<file path="src/rtl/sad_pkg.sv">
// Shared widths, FSM state encoding and pixel arithmetic for the SAD search block.
package sad_pkg;

  localparam int unsigned PIX_W   = 8;
  localparam int unsigned BLK_PIX = 256;
  localparam int unsigned SAD_W   = 16;
  localparam int unsigned CNT_W   = 9;

  typedef enum logic [2:0] {
    ST_IDLE,
    ST_LOAD_CUR,
    ST_LOAD_REF,
    ST_DRAIN,
    ST_CMP,
    ST_DONE
  } state_e;

  // Unsigned absolute difference of two pixels.
  function automatic logic [PIX_W-1:0] abs_diff(input logic [PIX_W-1:0] a,
                                                input logic [PIX_W-1:0] b);
    return (a >= b) ? (a - b) : (b - a);
  endfunction

endpackage

</file>
<file path="src/rtl/sad_search_ctrl_if.sv">
// Bundle of both byte-FIFO ports as seen by the search controller (master) and the FIFO pair (slave).
interface sad_search_ctrl_if;
  import sad_pkg::*;

  logic [PIX_W-1:0] fifo_din_1;
  logic             fifo_wr_1;
  logic             fifo_rd_1;
  logic [PIX_W-1:0] fifo_dout_1;
  logic [CNT_W-1:0] fifo_count_1;

  logic [PIX_W-1:0] fifo_din_2;
  logic             fifo_wr_2;
  logic             fifo_rd_2;
  logic [PIX_W-1:0] fifo_dout_2;
  logic [CNT_W-1:0] fifo_count_2;

  modport master (
    output fifo_din_1, fifo_wr_1, fifo_rd_1,
    output fifo_din_2, fifo_wr_2, fifo_rd_2,
    input  fifo_dout_1, fifo_count_1,
    input  fifo_dout_2, fifo_count_2
  );

  modport slave (
    input  fifo_din_1, fifo_wr_1, fifo_rd_1,
    input  fifo_din_2, fifo_wr_2, fifo_rd_2,
    output fifo_dout_1, fifo_count_1,
    output fifo_dout_2, fifo_count_2
  );

endinterface

</file>
<file path="src/rtl/sad_absdiff_acc.sv">
// Absolute-difference accumulator: one pixel pair per enabled cycle into a 16-bit sum.
module sad_absdiff_acc
  import sad_pkg::*;
(
  input  logic             clk,
  input  logic             rst,
  input  logic [PIX_W-1:0] i_a,
  input  logic [PIX_W-1:0] i_b,
  input  logic             i_en,
  input  logic             i_clr,
  output logic [SAD_W-1:0] o_acc
);

  logic [PIX_W-1:0] w_diff;
  logic [SAD_W-1:0] r_acc;

  assign w_diff = abs_diff(i_a, i_b);

  // Clear has priority; a full 256-pixel block tops out at 65280 so no overflow guard is needed.
  always_ff @(posedge clk) begin
    if (rst) begin
      r_acc <= '0;
    end else if (i_clr) begin
      r_acc <= '0;
    end else if (i_en) begin
      r_acc <= r_acc + SAD_W'(w_diff);
    end
  end

  assign o_acc = r_acc;

endmodule

</file>
<file path="src/rtl/sad_search_ctrl.sv">
// Full-search SAD sequencer: loads the current block once, then per candidate loads the
// reference block, drains both FIFOs in lockstep while recirculating current pixels,
// and keeps the earliest minimum SAD with its motion vector.
module sad_search_ctrl
  import sad_pkg::*;
#(
  parameter int unsigned P       = 1,
  parameter int unsigned BLK_PIX = sad_pkg::BLK_PIX,
  parameter int unsigned MV_W    = 5
) (
  input  logic                   clk,
  input  logic                   rst,
  input  logic                   start,
  output logic                   busy,
  output logic                   done,
  output logic                   err,
  input  logic [PIX_W-1:0]       cur_pix,
  input  logic                   cur_valid,
  output logic                   cur_ready,
  input  logic [PIX_W-1:0]       ref_pix,
  input  logic                   ref_valid,
  output logic                   ref_ready,
  sad_search_ctrl_if.master      fifo,
  output logic [SAD_W-1:0]       best_sad,
  output logic signed [MV_W-1:0] best_mv_x,
  output logic signed [MV_W-1:0] best_mv_y
);

  localparam logic [CNT_W-1:0]       LAST_PIX = CNT_W'(BLK_PIX - 1);
  localparam logic [CNT_W-1:0]       TAIL     = CNT_W'(BLK_PIX);
  localparam logic signed [MV_W-1:0] POS_MAX  = MV_W'(P);
  localparam logic signed [MV_W-1:0] POS_MIN  = -POS_MAX;

  state_e                 r_state;
  logic [CNT_W-1:0]       r_cnt;
  logic                   r_rd_q;
  logic signed [MV_W-1:0] r_dx;
  logic signed [MV_W-1:0] r_dy;
  logic                   r_busy;
  logic                   r_done;
  logic                   r_err;
  logic [SAD_W-1:0]       r_best_sad;
  logic signed [MV_W-1:0] r_best_mv_x;
  logic signed [MV_W-1:0] r_best_mv_y;

  logic                   w_cur_ready;
  logic                   w_ref_ready;
  logic                   w_wr_1;
  logic                   w_wr_2;
  logic                   w_rd_1;
  logic                   w_rd_2;
  logic [PIX_W-1:0]       w_din_1;
  logic [PIX_W-1:0]       w_din_2;
  logic                   w_acc_en;
  logic                   w_acc_clr;
  logic                   w_fifos_empty;
  logic                   w_last_pos;
  logic [SAD_W-1:0]       w_acc;

  assign w_fifos_empty = (fifo.fifo_count_1 == '0) && (fifo.fifo_count_2 == '0);
  assign w_last_pos    = (r_dx == POS_MAX) && (r_dy == POS_MAX);

  // Accumulate only on the cycle after a lockstep read, when both registered FIFO outputs are valid.
  assign w_acc_en  = (r_state == ST_DRAIN) && r_rd_q;
  assign w_acc_clr = (r_state == ST_LOAD_REF) && ref_valid && (r_cnt == LAST_PIX);

  sad_absdiff_acc u_acc (
    .clk   (clk),
    .rst   (rst),
    .i_a   (fifo.fifo_dout_1),
    .i_b   (fifo.fifo_dout_2),
    .i_en  (w_acc_en),
    .i_clr (w_acc_clr),
    .o_acc (w_acc)
  );

  // Combinational stream handshakes and FIFO strobes, decoded from the registered state.
  always_comb begin
    w_cur_ready = 1'b0;
    w_ref_ready = 1'b0;
    w_wr_1      = 1'b0;
    w_wr_2      = 1'b0;
    w_rd_1      = 1'b0;
    w_rd_2      = 1'b0;
    w_din_1     = '0;
    w_din_2     = '0;
    case (r_state)
      ST_LOAD_CUR: begin
        w_cur_ready = 1'b1;
        w_wr_1      = cur_valid;
        w_din_1     = cur_pix;
      end
      ST_LOAD_REF: begin
        w_ref_ready = 1'b1;
        w_wr_2      = ref_valid;
        w_din_2     = ref_pix;
      end
      ST_DRAIN: begin
        w_rd_1 = (r_cnt < TAIL);
        w_rd_2 = (r_cnt < TAIL);
        w_wr_1 = r_rd_q;
        w_din_1 = r_rd_q ? fifo.fifo_dout_1 : '0;
      end
      ST_DONE: begin
        w_rd_1 = 1'b1;
      end
      default: begin
      end
    endcase
  end

  // Search sequencer with registered status and result outputs.
  always_ff @(posedge clk) begin
    if (rst) begin
      r_state     <= ST_IDLE;
      r_cnt       <= '0;
      r_rd_q      <= 1'b0;
      r_dx        <= '0;
      r_dy        <= '0;
      r_busy      <= 1'b0;
      r_done      <= 1'b0;
      r_err       <= 1'b0;
      r_best_sad  <= '0;
      r_best_mv_x <= '0;
      r_best_mv_y <= '0;
    end else begin
      r_done <= 1'b0;
      r_err  <= 1'b0;
      r_rd_q <= w_rd_2;
      case (r_state)
        ST_IDLE: begin
          if (start) begin
            if (w_fifos_empty) begin
              r_best_sad <= '1;
              r_dx       <= POS_MIN;
              r_dy       <= POS_MIN;
              r_cnt      <= '0;
              r_busy     <= 1'b1;
              r_state    <= ST_LOAD_CUR;
            end else begin
              r_err <= 1'b1;
            end
          end
        end
        ST_LOAD_CUR: begin
          if (cur_valid) begin
            if (r_cnt == LAST_PIX) begin
              r_cnt   <= '0;
              r_state <= ST_LOAD_REF;
            end else begin
              r_cnt <= r_cnt + CNT_W'(1);
            end
          end
        end
        ST_LOAD_REF: begin
          if (ref_valid) begin
            if (r_cnt == LAST_PIX) begin
              r_cnt   <= '0;
              r_state <= ST_DRAIN;
            end else begin
              r_cnt <= r_cnt + CNT_W'(1);
            end
          end
        end
        ST_DRAIN: begin
          // 256 read cycles plus one tail cycle for the last registered read data.
          if (r_cnt == TAIL) begin
            r_cnt   <= '0;
            r_state <= ST_CMP;
          end else begin
            r_cnt <= r_cnt + CNT_W'(1);
          end
        end
        ST_CMP: begin
          // Strict compare keeps the earliest position on ties.
          if (w_acc < r_best_sad) begin
            r_best_sad  <= w_acc;
            r_best_mv_x <= r_dx;
            r_best_mv_y <= r_dy;
          end
          r_cnt <= '0;
          if (w_last_pos) begin
            r_state <= ST_DONE;
          end else begin
            if (r_dx == POS_MAX) begin
              r_dx <= POS_MIN;
              r_dy <= r_dy + MV_W'(1);
            end else begin
              r_dx <= r_dx + MV_W'(1);
            end
            r_state <= ST_LOAD_REF;
          end
        end
        ST_DONE: begin
          // Empty FIFO 1 so the next start sees both FIFOs clear.
          if (r_cnt == LAST_PIX) begin
            r_cnt   <= '0;
            r_done  <= 1'b1;
            r_busy  <= 1'b0;
            r_state <= ST_IDLE;
          end else begin
            r_cnt <= r_cnt + CNT_W'(1);
          end
        end
        default: begin
          r_state <= ST_IDLE;
        end
      endcase
    end
  end

  assign busy      = r_busy;
  assign done      = r_done;
  assign err       = r_err;
  assign best_sad  = r_best_sad;
  assign best_mv_x = r_best_mv_x;
  assign best_mv_y = r_best_mv_y;
  assign cur_ready = w_cur_ready;
  assign ref_ready = w_ref_ready;

  assign fifo.fifo_din_1 = w_din_1;
  assign fifo.fifo_wr_1  = w_wr_1;
  assign fifo.fifo_rd_1  = w_rd_1;
  assign fifo.fifo_din_2 = w_din_2;
  assign fifo.fifo_wr_2  = w_wr_2;
  assign fifo.fifo_rd_2  = w_rd_2;

endmodule

</file>
<file path="src/flat_wrapper.sv">
// flat-port wrapper written by rule: the top's interface ports become plain ports
module sad_search_ctrl_flat import sad_pkg::*;
#(
  parameter int unsigned P       = 1,
  parameter int unsigned BLK_PIX = sad_pkg::BLK_PIX,
  parameter int unsigned MV_W    = 5
)
  (clk, rst, start, busy, done, err, cur_pix, cur_valid, cur_ready, ref_pix, ref_valid, ref_ready, best_sad, best_mv_x, best_mv_y, fifo_fifo_din_1, fifo_fifo_wr_1, fifo_fifo_rd_1, fifo_fifo_din_2, fifo_fifo_wr_2, fifo_fifo_rd_2, fifo_fifo_dout_1, fifo_fifo_count_1, fifo_fifo_dout_2, fifo_fifo_count_2);
  sad_search_ctrl_if fifo_i ();
  input  logic clk;
  input  logic rst;
  input  logic start;
  output logic busy;
  output logic done;
  output logic err;
  input  logic [PIX_W-1:0] cur_pix;
  input  logic cur_valid;
  output logic cur_ready;
  input  logic [PIX_W-1:0] ref_pix;
  input  logic ref_valid;
  output logic ref_ready;
  output logic [SAD_W-1:0] best_sad;
  output logic signed [MV_W-1:0] best_mv_x;
  output logic signed [MV_W-1:0] best_mv_y;
  output wire logic [$bits(fifo_i.fifo_din_1)-1:0] fifo_fifo_din_1;
  output wire logic [$bits(fifo_i.fifo_wr_1)-1:0] fifo_fifo_wr_1;
  output wire logic [$bits(fifo_i.fifo_rd_1)-1:0] fifo_fifo_rd_1;
  output wire logic [$bits(fifo_i.fifo_din_2)-1:0] fifo_fifo_din_2;
  output wire logic [$bits(fifo_i.fifo_wr_2)-1:0] fifo_fifo_wr_2;
  output wire logic [$bits(fifo_i.fifo_rd_2)-1:0] fifo_fifo_rd_2;
  input wire logic [$bits(fifo_i.fifo_dout_1)-1:0] fifo_fifo_dout_1;
  input wire logic [$bits(fifo_i.fifo_count_1)-1:0] fifo_fifo_count_1;
  input wire logic [$bits(fifo_i.fifo_dout_2)-1:0] fifo_fifo_dout_2;
  input wire logic [$bits(fifo_i.fifo_count_2)-1:0] fifo_fifo_count_2;
  assign fifo_fifo_din_1 = fifo_i.fifo_din_1;
  assign fifo_fifo_wr_1 = fifo_i.fifo_wr_1;
  assign fifo_fifo_rd_1 = fifo_i.fifo_rd_1;
  assign fifo_fifo_din_2 = fifo_i.fifo_din_2;
  assign fifo_fifo_wr_2 = fifo_i.fifo_wr_2;
  assign fifo_fifo_rd_2 = fifo_i.fifo_rd_2;
  assign fifo_i.fifo_dout_1 = fifo_fifo_dout_1;
  assign fifo_i.fifo_count_1 = fifo_fifo_count_1;
  assign fifo_i.fifo_dout_2 = fifo_fifo_dout_2;
  assign fifo_i.fifo_count_2 = fifo_fifo_count_2;
  sad_search_ctrl #(.P(P), .BLK_PIX(BLK_PIX), .MV_W(MV_W)) u_core (.clk(clk), .rst(rst), .start(start), .busy(busy), .done(done), .err(err), .cur_pix(cur_pix), .cur_valid(cur_valid), .cur_ready(cur_ready), .ref_pix(ref_pix), .ref_valid(ref_valid), .ref_ready(ref_ready), .fifo(fifo_i), .best_sad(best_sad), .best_mv_x(best_mv_x), .best_mv_y(best_mv_y));
endmodule
</file>
<file path="config.mk">
export PLATFORM = sky130hd
export DESIGN_NAME = sad_search_ctrl_flat
export DESIGN_NICKNAME = d
export VERILOG_FILES = /design/src/rtl/sad_pkg.sv /design/src/rtl/sad_search_ctrl_if.sv /design/src/rtl/sad_absdiff_acc.sv /design/src/rtl/sad_search_ctrl.sv /design/src/flat_wrapper.sv
export SDC_FILE = /design/constraint.sdc
export NUM_CORES = 1
export LEC_CHECK = 0
export BUFFER_PORTS_ARGS = -buffer_cell sky130_fd_sc_hd__buf_2
export CELL_PAD_IN_SITES_DETAIL_PLACEMENT = 1
export CELL_PAD_IN_SITES_GLOBAL_PLACEMENT = 2
export CORE_MARGIN = 2
export CORE_UTILIZATION = 34
export CTS_CLUSTER_SIZE = 8
export DETAILED_ROUTE_END_ITERATION = 8
export GPL_ROUTABILITY_DRIVEN = 0
export PLACE_DENSITY = 0.82
export SLEW_MARGIN = 10
export SYNTH_ARGS = -nofsm -noshare
export SYNTH_HDL_FRONTEND = slang
export SYNTH_SLANG_ARGS = --single-unit
</file>
<file path="constraint.sdc">
create_clock -name clk -period 11.2 [get_ports clk]
set_clock_uncertainty 0.15 [all_clocks]
set_input_delay 1.68 -clock clk [delete_from_list [all_inputs] [get_ports clk]]
set_output_delay 1.68 -clock clk [all_outputs]
set_load 0.01 [all_outputs]
</file>
* Word level (Yosys, flattened, before mapping)
Index checks and enable logic that the tools add are counted.
** Word-level totals
- Bits in latches :: 0
- Output and inout port bits :: 51
- Memory bits (writable) :: 0
- Bits of input ports :: 55
- ROM bits :: 0
- Memories kept :: 0
- Register bits after elaboration :: 68
- Logic and storage cells :: 110
** Cells by class
- Bitwise operators :: 3
- Shift operators :: 0
- Magnitude comparators :: 3
- Reductions and logical operators :: 21
- $mul :: 0
- Divide/modulo/power cells :: 0
- Add/subtract/negate cells :: 6
- Eq/ne operators :: 20
- Muxes and demuxes :: 45
** Operator list (count)
- $mux W9 :: 6
- $pmux W9 S6 :: 1
- $mux W16 :: 3
- $pmux W16 S2 :: 1
- $mux W5 :: 6
- $mux W3 :: 9
- $mux W8 :: 3
- $pmux W5 S2 :: 2
- $logic_not A9 Y1 :: 2
- $pmux W3 S6 :: 1
- $add A16 B8 Y16 :: 1
- $lt A16 B16 Y1 :: 1
- $pmux W8 S2 :: 1
- $sub A8 B8 Y8 :: 2
- $ne A2 B2 Y1 const B :: 6
- $reduce_and A4 Y1 :: 3
- $add A5 B2 Y5 const B :: 2
- $eq A5 B2 Y1 const B :: 2
- $ne A2 B1 Y1 const B :: 5
- $reduce_and A5 Y1 :: 2
- $add A9 B1 Y9 const B :: 1
- $eq A9 B8 Y1 const B :: 1
- $eq A9 B9 Y1 const B :: 1
- $lt A9 B9 Y1 const B :: 1
- 15 further kinds :: 35

* Longest topological paths before layout
- Depth after elaboration :: 5
- Gate-level depth with buffers :: 16
- Depth with buffers taken out :: 16

* Modules after synthesis
A second synthesis with hierarchy kept.
** Second synthesis, totals
- Cell total of the unflattened synthesis :: 584
- Area, all modules :: 4963.5 um^2
** By module, submodules not included
- sad_search_ctrl :: sequential area each 1041.0 um^2, cells each 384, times used 1, area each 3274.4 um^2
- sad_absdiff_acc :: sequential area each 320.3 um^2, cells each 200, times used 1, area each 1689.1 um^2

* Worst setup path before layout
OpenSTA, ideal clock, no wires.
- Kind :: input-to-reg
- From :: in fifo_fifo_dout_1[0]
- To :: reg u_core.u_acc.r_acc[15], in the netlist u_core.u_acc.o_acc[15]
- Stages on the path :: 15
- Arrival :: 4.878 ns
- Path slack :: 6.040 ns
- Cells stage by stage :: inv_1 -> ha_1 -> inv_1 -> fa_1 -> a21o_1 -> a2111oi_2 -> o21ai_1 -> mux2_2 -> ha_1 -> a21o_1 -> a21oi_1 -> o21ai_0 -> a41oi_1 -> or3_1 -> a21oi_1
** Between the ends
- Longest elaborated chain between the ends :: 3
- Elaborated cells on any way between the ends :: 5
- Those cells by class :: add/sub (3); order compare (1); mux (1)
** Ends and longest elaborated chain
- start: declaration :: RTL line flat_wrapper.sv:31 : input wire logic [$bits(fifo_i.fifo_dout_1)-1:0] fifo_fifo_dout_1;
- $sub A8 B8 Y8 / $ge A8 B8 Y1 (equally long branches) :: RTL line sad_pkg.sv:21 : return (a >= b) ? (a - b) : (b - a);
- $mux W8 * :: RTL line sad_pkg.sv:21
- $add A16 B8 Y16 * :: RTL line sad_absdiff_acc.sv:26 : r_acc <= r_acc + SAD_W'(w_diff);
- end signal: assignment :: RTL line sad_absdiff_acc.sv:26
- end: declaration :: RTL line sad_absdiff_acc.sv:15 : logic [SAD_W-1:0] r_acc;
Every way passes the cells marked *; elsewhere a longest branch is shown, timed or not.
A chain may end at the register's enable or synchronous reset.

* Worst setup path in the final report
- From :: in fifo_fifo_dout_1[0]
- To :: reg u_core.u_acc.r_acc[11], in the netlist u_core.u_acc.o_acc[11]
The elaborated chain is that of the path after synthesis.

==> impl_metrics.toml <==
[outcome]
run_status = "completed"

[cells_and_area]
layout.nets = 781
areaGrowthSynthToFinish_pct = 20.3
fin_area_sq_um = 5690
final_layout_size_suffix_gt1_share_pct = 20.1
antennaDiodeCount = 0

[placement]
hpwlAfterDp_mm = 10.4
detailed_place.area_sq_um = 5370
port-buffer-count = 105

[clock_tree]
numClockSinks = 68
tritoncts = "yes"
cts_made_buffers = 9
cts.repair_timing.setup_buffer_count = 0
cts_htree_levels = 3
clk-insertion-delay-late_ns = 0.34
post_cts_hold_buffer_count = 0
post_cts.resized_instances = 0
root_buffer = "sky130_fd_sc_hd__clkbuf_16"
clock_path_buffers = 2
cts.reportedPaths.clkPinSlew_ns = 0.05

[detailed_routing]
wl_per_cell_um = 16.3
drt_pre_antenna_iters = 4
detail_route.wirelength_mm = 14.0
residual_drc_count = 0
vias = 4686
antenna_violating_nets_post_route = 0
drt-vias-per-instance = 5.44
first_iter_violations = 187

[power_and_ir_drop]
share_seq_of_total_power_pct = 32.6
pwr-share-comb_pct = 30.1
power.switching_fraction_pct = 33.8
switching_power_w = 0.000276
post-layout-total-power_w = 0.000817
share_clk_of_total_power_pct = 37.3
pwr_density_cell_nw_per_um2 = 144
p_leak_nw = 2.48
ir_drop_mv = 0.0946
power.internal_w = 0.000541

[global_routing]
via_count_of_the_first_global_routing_pass = 4743
gr-usage-all-layers_pct = 19.5
gr-total-overflow = 0
antenna_found_initial = 0
grt_first_pass_wirelength_mm = 23.2
grt_start_max_net_pins = 39

[setup_path]
critical_path_data_arrival_time_ns = 5.62
worst_setup_path_end_kind = "flop"
path_buf_inv = 3
crit_required_ns = 11.31
kind_of_start_point_of_the_critical_path = "input port"
critical-path-slowest-cell = "sky130_fd_sc_hd__a41oi_1"
worst-setup-path-type = "in -> reg"
crit_path_cell_chain = "buf_2 -> inv_1 -> ha_1 -> inv_1 -> fa_1 -> a21o_1 -> a2111oi_2 -> o21ai_1 -> mux2_2 -> ha_1 -> a21o_1 -> a21oi_1 -> o21ai_0 -> a41oi_1 -> o21ai_0 -> a21oi_1"
path_max_fanout = 9
cp_slowest_stage_delay_ns = 0.55
cpLargestDelayFamily = "compound AO/OA/AOI/OAI gates"

[sta]
setup_total_negative_slack_ns = 0
worst_pin_slew_ns = 1.09
relSlewSlack_pct = 26.9
grt_setup_unrepaired = "false"
finalSetupViolations = 0
fin_crit_sh_pct = 49.2
finalHoldViolations = 0
finalMaxSlewViolations = 0
finalWorstPathRequiredPeriod_ns = 5.51
fmax_ghz = 0.182

[synth]
number_of_flops_mapped_to_enable_cells_by_yosys = 0
yosys_most_used_dff = "sky130_fd_sc_hd__dfxtp_1"
syn-cell-area_sq_um = 4730
async_flop_share_pct = 0
synth.top_cells.by_area = "sky130_fd_sc_hd__dfxtp_1, sky130_fd_sc_hd__ha_1, sky130_fd_sc_hd__a21oi_1, sky130_fd_sc_hd__inv_1, sky130_fd_sc_hd__o21ai_0"
synth_top_cell_by_area = "sky130_fd_sc_hd__dfxtp_1"
syn_inst = 584
synth_warnings = 0
yosysUniqueCellTypes = 65
synthDominantCellAreaShare_pct = 28.8
synth_nets = 688
synth.yosys.seq_area_share_pct = 28.8
ys_seq_elements = 68
syn-mean-instance-area_sq_um = 8.09

[die]
die_width_um = 122
fp-row-count = 43
starting_utilization_of_the_core_area_pct = 34.5
die-area_sq_um = 14900
dieHeight_um = 122
pin_count = 106
placeableCoreArea_sq_um = 13700

[run]
max_cap_violations = 0

[hold_path]
hold_path.class = "reg -> reg"
[power groups by stage]
stage	combinational, W	clock [W]	sequential [W]
after floorplan	0.000187	0	0.000260
after global placement	0.000239	0	0.000270
after detailed placement	0.000246	0	0.000271
after CTS	0.000249	0.000313	0.000266
after global routing	0.000276	0.000322	0.000268
final	0.000246	0.000305	0.000266
[layout by cell type (no fill, tap or decap), types with 10 or more instances in the layout]
cell type,Yosys,routed
sky130_fd_sc_hd__o311a_1,16,16
sky130_fd_sc_hd__nor2_1,31,31
sky130_fd_sc_hd__o21ai_0,36,36
sky130_fd_sc_hd__and2_1,13,13
sky130_fd_sc_hd__nor3_1,13,13
sky130_fd_sc_hd__and3_1,10,10
sky130_fd_sc_hd__inv_1,55,55
sky130_fd_sc_hd__nand2_1,41,41
sky130_fd_sc_hd__dfxtp_1,68,68
sky130_fd_sc_hd__ha_1,46,46
sky130_fd_sc_hd__buf_2,0,105
sky130_fd_sc_hd__a21oi_1,48,48
sky130_fd_sc_hd__o211ai_1,22,22
sky130_fd_sc_hd__nand3_1,23,23
[layer usage]
| layer | up-vias | wire length, um | track usage [%] |
|---|---|---|---|
| li1 | 2305 | - | - |
| met1 | 2285 | 6360 | 23.9 |
| met2 | 79 | 6990 | 34.3 |
| met3 | 17 | 494 | 3.89 |
| met4 | 0 | 189 | 5.89 |
| met5 | - | 0 | 0 |
[sequential cells by signal, summed over array words and instances (netlist names)]
register            cells
u_core.r_state          3
u_core.best_sad        16
u_core.r_dy             5
u_core.r_cnt            9
u_core.err              1
u_core.done             1
u_core.u_acc.o_acc     16
u_core.r_rd_q           1
u_core.busy             1
u_core.r_dx             5
u_core.best_mv_x        5
u_core.best_mv_y        5
[path summary, 6_finish.rpt]
kind                  startpoint  slack (ns)  cells past startpoint                      to
min reg2reg  u_core.best_mv_y[4]        0.32                      2     u_core.best_mv_y[4]
max reg2reg    u_core.r_state[2]        8.04                      7      u_core.best_sad[7]
max          fifo_fifo_dout_1[0]        5.69                     16  u_core.u_acc.o_acc[11]
min          u_core.best_mv_y[4]        0.32                      2     u_core.best_mv_y[4]
[kinds of logic (layout without fill, tap and decap cells)]
logic type | Yosys count | after routing | synth area share, %
XOR/XNOR | 16 | 16 | 2.96
flip-flops | 68 | 68 | 28.8
AND/OR/NAND/NOR | 184 | 184 | 20.8
buffers and inverters | 82 | 180 | 7.20
multiplexers | 4 | 4 | 0.873
AO/OA/AOI/OAI | 181 | 181 | 25.9
adder cells (fa/ha/maj) | 49 | 49 | 13.4
[cell usage after synthesis (2+ instances only)]
cell / n
sky130_fd_sc_hd__and3_1: 10
sky130_fd_sc_hd__o311a_1: 16
sky130_fd_sc_hd__mux2i_1: 3
sky130_fd_sc_hd__inv_1: 55
sky130_fd_sc_hd__or3_1: 9
sky130_fd_sc_hd__o2111ai_1: 2
sky130_fd_sc_hd__and4_1: 3
sky130_fd_sc_hd__dfxtp_1: 68
sky130_fd_sc_hd__clkbuf_1: 20
sky130_fd_sc_hd__nand3b_1: 2
sky130_fd_sc_hd__nor4_1: 6
sky130_fd_sc_hd__o21a_1: 6
sky130_fd_sc_hd__nand4_1: 4
sky130_fd_sc_hd__buf_6: 3
sky130_fd_sc_hd__o2bb2ai_1: 5
sky130_fd_sc_hd__or2_2: 3
sky130_fd_sc_hd__a21oi_1: 48
sky130_fd_sc_hd__xnor2_1: 7
sky130_fd_sc_hd__fa_1: 3
sky130_fd_sc_hd__o22ai_1: 5
sky130_fd_sc_hd__nand3_1: 23
sky130_fd_sc_hd__xor2_1: 9
sky130_fd_sc_hd__nor2_1: 31
sky130_fd_sc_hd__a311oi_1: 2
sky130_fd_sc_hd__and2_1: 13
sky130_fd_sc_hd__a211o_1: 3
sky130_fd_sc_hd__nand2b_1: 7
sky130_fd_sc_hd__nor4b_1: 2
sky130_fd_sc_hd__a31oi_1: 5
sky130_fd_sc_hd__a22oi_1: 3
sky130_fd_sc_hd__o211ai_1: 22
sky130_fd_sc_hd__nor2b_1: 6
sky130_fd_sc_hd__nand2_1: 41
sky130_fd_sc_hd__a21o_1: 8
sky130_fd_sc_hd__a211oi_1: 9
sky130_fd_sc_hd__o21ai_0: 36
sky130_fd_sc_hd__ha_1: 46
sky130_fd_sc_hd__nor3_1: 13
[cell type report]
type	instances	area, sq um
clock buffers	9	225
multi-input cells	434	3030
repair buffers	108	548
clock inverters	7	91.3
fillers	1713	8030
flip-flops and latches	68	1360
inverters	56	210
well taps	180	225
[stage by stage]
step	cells	hold slack (ns)	worst slack [ns]	util, %
detailed placement	846	0.318	5.43	39.1
global route	862	0.345	5.34	41.5
CTS	862	0.325	5.78	41.5
global placement	846	0.315	5.56	39.1
finish	862	0.324	5.69	41.5
floorplan	584	0.307	6.04	-
[tightest hold or removal path: cells and delay by family, from the launching register on]
family / cells / cell delay (ns)
flip-flops: 1 / 0.30
AO/OA/AOI/OAI: 2 / 0.12
Power figures use the tool's default switching activity.
